`src/rtl/b_to_o_pulse.sv`:
```
// b_to_o_pulse: accepts a 3-bit binary code and drives the matching one-hot
// line of an 8-bit output for PULSE_LEN cycles. It then forces GAP_LEN idle
// cycles before it accepts the next code.
//
// Handshake: a transfer happens at a rising edge where b_valid && b_ready.
// b_ready is a decode of the registered state only (high in IDLE), so it never
// depends combinationally on b_valid. The source holds b_valid/b until then.
// b_valid seen outside IDLE is ignored; nothing is queued.
module b_to_o_pulse #(
    parameter int PULSE_LEN = 4,
    parameter int GAP_LEN   = 1
) (
    input  logic       clk,
    input  logic       rst,
    input  logic       b_valid,
    input  logic [2:0] b,
    output logic       b_ready,
    output logic [7:0] o,
    output logic       o_valid,
    output logic       busy,
    output logic [1:0] dbg_state
);

    // Reject illegal lengths when the design is elaborated
    generate
        if (PULSE_LEN < 1 || PULSE_LEN > 255) begin : g_bad_pulse_len
            $error("b_to_o_pulse: PULSE_LEN must be within 1..255");
        end
        if (GAP_LEN < 0 || GAP_LEN > 255) begin : g_bad_gap_len
            $error("b_to_o_pulse: GAP_LEN must be within 0..255");
        end
    endgenerate

    typedef enum logic [1:0] {
        IDLE  = 2'd0,
        DRIVE = 2'd1,
        GAP   = 2'd2
    } state_t;

    // Counter reload values. With no gap, the gap load value is never used.
    localparam logic [7:0] PULSE_LOAD = 8'(PULSE_LEN - 1);
    localparam logic [7:0] GAP_LOAD   = (GAP_LEN > 0) ? 8'(GAP_LEN - 1) : 8'd0;

    state_t     state, state_nxt;
    logic [7:0] cnt, cnt_nxt;
    logic [7:0] o_nxt;
    logic       o_valid_nxt;
    logic       busy_nxt;

    // State and all visible outputs are registered, so o, o_valid and busy
    // come straight from flops.
    always_ff @(posedge clk or posedge rst) begin
        if (rst) begin
            state   <= IDLE;
            cnt     <= 8'd0;
            o       <= 8'h00;
            o_valid <= 1'b0;
            busy    <= 1'b0;
        end else begin
            state   <= state_nxt;
            cnt     <= cnt_nxt;
            o       <= o_nxt;
            o_valid <= o_valid_nxt;
            busy    <= busy_nxt;
        end
    end

    // Next-state logic. The registered outputs hold unless a transition
    // changes them.
    always_comb begin
        state_nxt   = state;
        cnt_nxt     = cnt;
        o_nxt       = o;
        o_valid_nxt = o_valid;
        case (state)
            IDLE: begin
                if (b_valid) begin
                    state_nxt   = DRIVE;
                    cnt_nxt     = PULSE_LOAD;
                    o_nxt       = 8'b0000_0001 << b;
                    o_valid_nxt = 1'b1;
                end
            end
            DRIVE: begin
                if (cnt == 8'd0) begin
                    o_nxt       = 8'h00;
                    o_valid_nxt = 1'b0;
                    if (GAP_LEN > 0) begin
                        state_nxt = GAP;
                        cnt_nxt   = GAP_LOAD;
                    end else begin
                        state_nxt = IDLE;
                        cnt_nxt   = 8'd0;
                    end
                end else begin
                    cnt_nxt = cnt - 8'd1;
                end
            end
            GAP: begin
                if (cnt == 8'd0) begin
                    state_nxt = IDLE;
                end else begin
                    cnt_nxt = cnt - 8'd1;
                end
            end
            default: begin
                state_nxt   = IDLE;
                cnt_nxt     = 8'd0;
                o_nxt       = 8'h00;
                o_valid_nxt = 1'b0;
            end
        endcase
        busy_nxt = (state_nxt != IDLE);
    end

    assign b_ready   = (state == IDLE);
    assign dbg_state = state;

endmodule

```
`config.mk`:
```
export PLATFORM = sky130hd
export DESIGN_NAME = b_to_o_pulse
export DESIGN_NICKNAME = d
export VERILOG_FILES = /design/src/rtl/b_to_o_pulse.sv
export SDC_FILE = /design/constraint.sdc
export NUM_CORES = 1
export LEC_CHECK = 0
export ABC_AREA = 1
export BUFFER_PORTS_ARGS = -buffer_cell sky130_fd_sc_hd__buf_2
export CORE_MARGIN = 2
export CORE_UTILIZATION = 58
export DETAILED_ROUTE_END_ITERATION = 10
export PLACE_DENSITY = 0.78
export SLEW_MARGIN = 20
export SYNTH_ARGS = -nofsm -noshare
export SYNTH_HDL_FRONTEND = slang
export SYNTH_SLANG_ARGS = --single-unit
```
`constraint.sdc`:
```
create_clock -name clk -period 2.6 [get_ports clk]
set_input_delay 0.52 -clock clk [delete_from_list [all_inputs] [get_ports clk]]
set_output_delay 0.52 -clock clk [all_outputs]
set_load 0.02 [all_outputs]
```
Word-level counts from Yosys, hierarchy flattened

Index checks and enable logic that the tools add are counted.

Add/subtract/negate cells: 1
Divide/modulo/power cells: 0
Equality and inequality tests: 5
Mux-type cells: 14
Bitwise operators: 1
Reduce and logical (&&, ||, !) cells: 5
Shift operators: 1
$mul: 0
$lt $le $gt $ge: 0

Operators by type and width:

| cell                                                 | count |
|---|---|
| one-hot mux 8 bit (3 select lines)                   | 2 |
| 2-to-1 mux 8 bit                                     | 5 |
| zero test 8 bit                                      | 1 |
| left shift 1 x 3 -> 8 bit (first input constant)     | 1 |
| subtractor 8 x 1 -> 8 bit (second input constant)    | 1 |
| 2-to-1 mux 2 bit                                     | 3 |
| inequality test 2 bit (second input constant)        | 3 |
| one-hot mux 2 bit (3 select lines)                   | 1 |
| one-hot mux 1 bit (3 select lines)                   | 1 |
| AND reduction 3 bit                                  | 1 |
| equality test 2 x 1 -> 1 bit (second input constant) | 1 |
| equality test 2 bit (second input constant)          | 1 |
| zero test 2 bit                                      | 1 |
| 2-to-1 mux 1 bit                                     | 2 |
| AND reduction 2 bit                                  | 1 |
| nonzero test 2 bit                                   | 1 |
| NOT 1 bit                                            | 1 |

Memories: 0
Register bits: 20
Latch bits: 0
Bits in read-only memories: 0
Logic and storage cells: 32
Memory bits (writable): 0

Depth between registers and ports, before layout

Gate-level depths: netlist of the first run.

Depth after elaboration: 4
Mapped depth: 11
Gate-level depth less buffers: 11

Worst setup path before layout of the first run

No wires, ideal clock.

Path kind: reg-to-reg
Start: register cnt[0]
End: register o[6]
Path buffers: 1
Setup time: 0.126 ns
Stages on the path, launching flop included: 11
Period minus slack after synthesis: 1.379 ns
Data arrival time: 1.253 ns
Setup slack: 1.221 ns
Path through: dfrtp_1 inv_1 ha_1 inv_1 nor2_1 nand2_1 nand2_2 nand3_4 buf_12 nand2_1 o21ai_0

Cells in the longest elaborated chain, start to end: 3

Ends and longest elaborated chain:

| item                                   | line | source |
|---|---|---|
| start: declaration                     | 45   | `logic [7:0] cnt, cnt_nxt;` |
| start signal: assignment               | 61   | `cnt <= cnt_nxt;` |
| zero test 8 bit                        | 85   | `if (cnt == 8'd0) begin` |
| inequality test 2 bit (no source line) | --   |  |
| AND reduction 3 bit (no source line)   | --   |  |
| end signal: assignment                 | 62   | `o <= o_nxt;` |
| end: declaration                       | 18   | `output logic [7:0] o,` |

No other way between the ends.
A chain may end at the register's enable or synchronous reset.

Final worst setup path of the first run

Start: register state[0] (netlist: dbg_state[0])
End: output b_ready

Cells in the longest elaborated chain, start to end: 1

Ends and longest elaborated chain:

| item                     | line | source |
|---|---|---|
| start: declaration       | 44   | `state_t state, state_nxt;` |
| start signal: assignment | 60   | `state <= state_nxt;` |
| zero test 2 bit          | 116  | `assign b_ready = (state == IDLE);` |
| end: declaration         | 17   | `output logic b_ready,` |

No other way between the ends.

==> impl_results.rst, run 1 <==
.. list-table::
   :header-rows: 1

   * - Metric
     - Value
   * - Outcome
     - completed
   * - First-pass iteration count of the detailed router
     - 4
   * - Floorplan die width
     - 47.7 um
   * - Layout cells sized above 1
     - 0.233
   * - Post-cts hold buffer count
     - 0
   * - Synthesized Nets
     - 150
   * - Crit path capture type
     - primary output
   * - CTS Root Buffer Type
     - sky130_fd_sc_hd__clkbuf_4
   * - Drt drc
     - 0
   * - TritonCTS clock tree
     - built
   * - Setup Slack @ Placement
     - roughly 1.1 ns
   * - Area delta synth->final
     - 13.9%
   * - Pin count of the biggest net entering global routing
     - 21
   * - Worst min-delay path category
     - in -> async
   * - R2R cell count
     - 9
   * - Total Routed Length
     - ~2200 um
   * - Antenna Cells
     - 0
   * - Final worst path period share
     - 0.652
   * - Number of H-tree branching levels
     - 1
   * - Number of buffers on the longest clock path
     - 2
   * - Minimum period implied by the final worst setup slack
     - 1.69 ns
   * - Max_cap viols
     - 0
   * - Syn Inst Count
     - around 140
   * - Clock tree skew after final layout
     - approximately 0.011 ns
   * - Number of top-level design ports
     - 19
   * - Biggest fanout along the worst timing path
     - 5
   * - Critical path depth
     - 2
   * - Worst r2r src
     - cnt[0]
   * - Slew at the pin closest to its max-slew limit
     - 0.757 ns
   * - Crit path launch
     - dbg_state[0]
   * - Worst-path cell with the longest stage delay
     - sky130_fd_sc_hd__dfrtp_1
   * - Cell class contributing the biggest share of worst-path delay
     - flip-flops
   * - Total die area
     - about 0.0023 mm2
   * - Pins over their slew limit
     - 0
   * - Final hold violations
     - 0
   * - Required time of the critical path
     - around 2.1 ns
   * - Synthesized area per cell
     - around 7.8 um2
   * - Number of design-rule violations left by the first detailed-router iteration
     - 15
   * - Buffers on Ports
     - 18
   * - R2r setup slk
     - between 1 and 1.5 ns
   * - Post-route setup TNS
     - 0 ns
   * - Minimum setup slack in the final design
     - approximately 0.91 ns
   * - Crit path buffers/inverters
     - 1
   * - Average via count per standard cell
     - just over 5
   * - Synth Cell Area
     - about 0.0011 mm2
   * - Warning count from the yosys run
     - 0
   * - Grt ovf
     - 0
   * - Layout net count
     - approximately 170
   * - DP Wirelength
     - 1700 um
   * - Cell-by-cell trace of the critical path
     - nor2_4 -> buf_2
   * - Worst path max stage delay
     - 0.49 ns
   * - Global-route wire length before repair
     - between 3000 and 4000 um
   * - Clock slew seen by the registers of the worst setup and hold paths
     - between 0.1 and 0.15 ns
   * - Routed wirelength normalized by instance count
     - approximately 12 um
   * - Count of cell types in the netlist
     - 21
   * - DRT antenna net count
     - 0
   * - Vias after detailed routing
     - 970
   * - Leakage
     - 0.654 nW
   * - Maximum vdd drop
     - 0.377 mV
   * - Max-slew headroom at the worst pin
     - 0.495
   * - Total power per unit cell area
     - between 400 and 500 mW/mm2
   * - Endpoint of the most critical register-to-register path
     - o[7]
   * - Most frequent standard cell in the layout excluding fill and tap cells
     - sky130_fd_sc_hd__nand2_1
   * - Total core area
     - between 0.0015 and 0.002 mm2
   * - Crit path kind
     - reg -> out
   * - Total setup buffers inserted after CTS
     - 0
   * - Total of fill cells in the finished design
     - between 150 and 200
   * - Starting utilization of the core area
     - 0.627
   * - Global-route usage over all layers
     - 0.230
   * - RD Place Congestion
     - between 0.8 and 0.9
   * - Final setup violating endpoints
     - 0
   * - Worst-Skew Late Latency
     - between 0.3 and 0.4 ns
   * - Power Total
     - a little over 0.0006 W
   * - Number of sinks handled by clock tree synthesis
     - 20
   * - Site Rows
     - 15
   * - Fmax
     - 590 MHz
   * - Die extent in y
     - 47.7 um
   * - Setup crit start kind
     - register
   * - Critical path capture point
     - b_ready
   * - Arrival time at the worst endpoint
     - 1.17 ns
   * - Setup repair after global routing missed its margin
     - no
   * - Sequential-to-total area share from yosys stat
     - 0.452
   * - Clock buffers created by TritonCTS
     - 3
   * - Antenna violations before repair
     - 0
   * - Post_cts resized
     - 0
   * - Yosys reg bits
     - 20
   * - Top library cells by usage in the layout, fill and taps aside
     - 46 x sky130_fd_sc_hd__nand2_1, 20 x sky130_fd_sc_hd__inv_1, 20 x sky130_fd_sc_hd__dfrtp_1, 18 x sky130_fd_sc_hd__buf_2, 13 x sky130_fd_sc_hd__nor2_1
   * - Number of global-route vias before repair
     - 850
-- flip-flops by register name (all words and copies together) (netlist names) --
signal	count
cnt	8
o	8
dbg_state	2
busy	1
o_valid	1
-- metrics by stage --
stage           util  cells  hold WS [ns]  instance area, um2
2_1_floorplan      -    142         0.449                1110
3_3_place_gp   0.684    184         0.452                1210
3_5_place_dp   0.684    184         0.454                1210
4_1_cts        0.714    188         0.343                1260
5_1_grt        0.714    188         0.386                1260
6_report       0.714    188         0.314                1260
-- worst min path at each step --
| stage | start | end | depth (start not counted) |
|---|---|---|---|
| detailed placement | o_valid | o_valid | 2 |
| floorplan | cnt[0] | cnt[0] | 2 |
| finish | rst | cnt[1] | 2 |
| global route | rst | cnt[1] | 2 |
| global placement | o_valid | o_valid | 2 |
| CTS | rst | cnt[1] | 2 |
-- worst register-to-register path: stages, from the launching register on --
cell and delay, ns:
sky130_fd_sc_hd__dfrtp_1 0.40, sky130_fd_sc_hd__inv_1 0.13, sky130_fd_sc_hd__ha_1 0.18, sky130_fd_sc_hd__inv_1 0.04
sky130_fd_sc_hd__nor2_1 0.09, sky130_fd_sc_hd__nand2_1 0.11, sky130_fd_sc_hd__nand2_2 0.12, sky130_fd_sc_hd__nand3_4 0.16
sky130_fd_sc_hd__nand2_1 0.10, sky130_fd_sc_hd__o21ai_0 0.08
-- final cells by class --
type                       count  area [um2]  area share
tap                           25        31.3      0.0248
inverter                      23        86.3      0.0685
timing repair buffer          18        90.1      0.0715
multi-input combinational     98         499       0.396
clock inverter                 1        30.0      0.0238
sequential                    20         500       0.397
clock buffer                   3        22.5      0.0179
-- cells in the mapped netlist --
library cell | number | area [um2]
sky130_fd_sc_hd__nor2_1 | 13 | 48.8
sky130_fd_sc_hd__inv_1 | 20 | 75.1
sky130_fd_sc_hd__inv_2 | 3 | 11.3
sky130_fd_sc_hd__nand2_4 | 2 | 22.5
sky130_fd_sc_hd__nand3_4 | 1 | 17.5
sky130_fd_sc_hd__nand4_1 | 3 | 18.8
sky130_fd_sc_hd__a21oi_1 | 2 | 10.0
sky130_fd_sc_hd__buf_12 | 1 | 20.0
sky130_fd_sc_hd__o21ai_1 | 1 | 5.00
sky130_fd_sc_hd__nand2_1 | 46 | 173
sky130_fd_sc_hd__nor2_2 | 3 | 18.8
sky130_fd_sc_hd__nor3_1 | 2 | 10.0
sky130_fd_sc_hd__nand2_2 | 3 | 18.8
sky130_fd_sc_hd__nor2_4 | 3 | 33.8
sky130_fd_sc_hd__nand3_1 | 4 | 20.0
sky130_fd_sc_hd__ha_1 | 2 | 25.0
sky130_fd_sc_hd__xor2_1 | 1 | 8.76
sky130_fd_sc_hd__o21ai_0 | 10 | 50.1
sky130_fd_sc_hd__dfrtp_1 | 20 | 500
sky130_fd_sc_hd__nand3_2 | 1 | 10.0
sky130_fd_sc_hd__o2111ai_1 | 1 | 8.76
-- logic make-up after synthesis --
family,count (synthesis),synth area share
buffers and inverters,24,0.0962
AOI/OAI and AO/OA,14,0.0667
DFF,20,0.452
and+or+nand+nor,81,0.354
xor gates and xnor gates,1,0.00792
adders and majority gates,2,0.0226
-- report_power, final --
group / internal (W) / total, W / switching [W]
combinational: 0.00000797 / 0.0000278 / 0.0000198
sequential: 0.000315 / 0.000317 / 0.00000179
clock: 0.000156 / 0.000260 / 0.000104
-- per-layer routing --
metal	wire [um]	track usage	up-vias
met5	0	0	-
met1	955	0.306	447
met4	37	0.103	0
met2	1090	0.378	35
li1	-	-	483
met3	112	0.0226	5
(Power assumes the default switching activity.)
==> inputs of run 2 (changes only) <==
- CORE_UTILIZATION: 58 -> 49
- PLACE_DENSITY: 0.78 -> 0.7
- clock period: 2.6 -> 1.4 ns (I/O delays scaled with it)
==> impl_results.rst, run 2 (same netlist as run 1, synthesis figures left out) <==
.. list-table::
   :header-rows: 1

   * - Metric
     - Value
   * - Area delta synth->final
     - 38.1%
   * - Antenna violations before repair
     - 0 (unchanged)
   * - Setup crit start kind
     - register
   * - Clock slew seen by the registers of the worst setup and hold paths
     - 0.11 ns (about the same)
   * - DRT antenna net count
     - 0 (unchanged)
   * - Global-route wire length before repair
     - 4150 um (+15%)
   * - Site Rows
     - 17 (+2)
   * - Most frequent standard cell in the layout excluding fill and tap cells
     - sky130_fd_sc_hd__nand2_1
   * - Number of global-route vias before repair
     - 999 (+18%)
   * - Die extent in y
     - 51.5 um (+8.1%)
   * - Sequential cell area
     - 503 um2 (+0.50%)
   * - Top library cells by usage in the layout, fill and taps aside
     - 38 x sky130_fd_sc_hd__nand2_1, 18 x sky130_fd_sc_hd__dfrtp_1, 17 x sky130_fd_sc_hd__buf_2, 15 x sky130_fd_sc_hd__inv_1, 15 x sky130_fd_sc_hd__buf_4
   * - Routed wirelength normalized by instance count
     - 13.3 um (+14%)
   * - Cell seen most often among critical-path stages
     - sky130_fd_sc_hd__nand2_1
   * - Worst path max stage delay
     - 0.40 ns (-0.09 ns)
   * - Clock buffers created by TritonCTS
     - 3 (unchanged)
   * - Max_cap viols
     - 0 (unchanged)
   * - Average via count per standard cell
     - 5.09 (-1.3%)
   * - Hold Slack
     - 0.158 ns (-0.156 ns)
   * - Pin count of the biggest net entering global routing
     - 21 (unchanged)
   * - Total Routed Length
     - 2780 um (+26%)
   * - Arrival time at the worst endpoint
     - 1.60 ns (+0.43 ns)
   * - DP Wirelength
     - 1690 um (-0.71%)
   * - Number of H-tree branching levels
     - 1 (unchanged)
   * - Final core utilization
     - 0.704 (-0.0100)
   * - Required time of the critical path
     - 1.61 ns (-0.47 ns)
   * - Antenna Cells
     - 0 (unchanged)
   * - Final worst path period share
     - 0.995
   * - Leakage
     - 0.731 nW (+12%)
   * - First-pass iteration count of the detailed router
     - 7 (+3)
   * - Total of fill cells in the finished design
     - 180 (+13%)
   * - Total die area
     - 0.00265 mm2 (+17%)
   * - Crit path kind
     - reg -> reg
   * - TritonCTS clock tree
     - built
   * - Power Total
     - 0.000986 W (+63%)
   * - Max-slew headroom at the worst pin
     - 0.831 (+0.336)
   * - Worst-Skew Late Latency
     - 0.31 ns (about the same)
   * - Number of top-level design ports
     - 19 (unchanged)
   * - Pins over their slew limit
     - 0 (unchanged)
   * - Number of buffers on the longest clock path
     - 2 (unchanged)
   * - Minimum period implied by the final worst setup slack
     - about 1.4 ns
   * - Maximum vdd drop
     - 0.594 mV (+58%)
   * - Vias after detailed routing
     - 1064 (+9.7%)
   * - Crit path buffers/inverters
     - 2 (+1)
   * - Total core area
     - 0.00217 mm2 (+23%)
   * - Buffers on Ports
     - 18 (unchanged)
   * - Worst min-delay path category
     - in -> reg
   * - Total power per unit cell area
     - 645 mW/mm2 (+35%)
   * - Crit path capture type
     - register
   * - Outcome
     - completed
   * - Layout net count
     - 190 (+10%)
   * - Layout cells sized above 1
     - 0.464 (+0.231)
   * - Biggest fanout along the worst timing path
     - 2 (-3)
   * - Drt drc
     - 0 (unchanged)
   * - Number of design-rule violations left by the first detailed-router iteration
     - 8 (-7)
   * - RD Place Congestion
     - 0.916 (+9.0%)
   * - Final hold violations
     - 0 (unchanged)
   * - Cell-by-cell trace of the critical path
     - inv_1 -> nand2_1 -> nor2_2 -> nand2_2 -> buf_6 -> nand4_1 -> nand2_1 -> nand2_2 -> nand2_1
   * - Cell class contributing the biggest share of worst-path delay
     - simple AND/OR/NAND/NOR gates
   * - Floorplan die width
     - 51.5 um (+8.1%)
   * - Number of sinks handled by clock tree synthesis
     - 20 (unchanged)
   * - Slew at the pin closest to its max-slew limit
     - 0.253 ns (-0.504 ns)
   * - Fmax
     - roughly 700 MHz
   * - Area occupied by multi-input gates
     - 637 um2 (+28%)
   * - Starting utilization of the core area
     - 0.510 (-0.117)
   * - Worst-path cell with the longest stage delay
     - sky130_fd_sc_hd__dfrtp_1
   * - Grt ovf
     - 0 (unchanged)
   * - Final setup violating endpoints
     - 0 (unchanged)
   * - Setup repair after global routing missed its margin
     - yes
   * - Clock tree skew after final layout
     - 0.00573 ns (-0.00545 ns)
   * - Global-route usage over all layers
     - 0.216 (-0.0138)
   * - CTS Root Buffer Type
     - sky130_fd_sc_hd__clkbuf_4
==> run 2: stage by stage <==
step,area [um2],std cells,TNS [ns],setup WS (ns)
4_1_cts,1390,207,0,0.00254
6_report,1530,209,0,0.00747
2_1_floorplan,1110,142,0,0.0207
5_1_grt,1530,209,-1.17,-0.103
3_3_place_gp,1260,194,-0.00837,-0.00452
3_5_place_dp,1260,194,-0.205,-0.0450
==> run 2: cell type report <==
class | instances | share of cell area
Multi-Input combinational cell | 99 | 0.417
Sequential cell | 20 | 0.329
Timing Repair Buffer | 35 | 0.151
Inverter | 23 | 0.0565
Clock buffer | 4 | 0.0238
Tap cell | 28 | 0.0229
==> run 2: final timing paths <==
check / end / cells after the start / start / slack, ns
worst max register to register: cnt[6] / 9 / cnt[4] / 0.007
min in group asynchronous: o[7] / 4 / rst / 0.52
worst min-delay path: o[0] / 2 / b[2] / 0.16
worst min register to register: o_valid / 2 / o_valid / 0.49
max in group asynchronous: dbg_state[1] / 4 / rst / 0.66
worst max-delay path: cnt[6] / 9 / cnt[4] / 0.007
==> run 2: metal layers <==
metal / global-route usage / vias to the layer above / part of all wire
met5: 0 / - / 0
met1: 0.256 / 497 / 0.39
met2: 0.363 / 35 / 0.54
met3: 0.0287 / 12 / 0.030
met4: 0.145 / 0 / 0.037
li1: - / 520 / -
==> run 2: repair_timing <==
action	in CTS	in global routing
buffers inserted	7	2
hold buffers	1	0
endpoints found under the hold margin	20	0
endpoints found under the setup margin	15	19
gates cloned	1	0
gates resized for setup	7	44
pin swaps	3	20
==> run 2: power breakdown <==
group | internal (W) | switching, W | total (W) | leakage [nW]
clock | 0.000159 | 0.000181 | 0.000340 | 0.0210
combinational | 0.0000193 | 0.0000383 | 0.0000577 | 0.478
sequential | 0.000585 | 0.00000414 | 0.000589 | 0.232
total | 0.000763 | 0.000223 | 0.000986 | 0.731
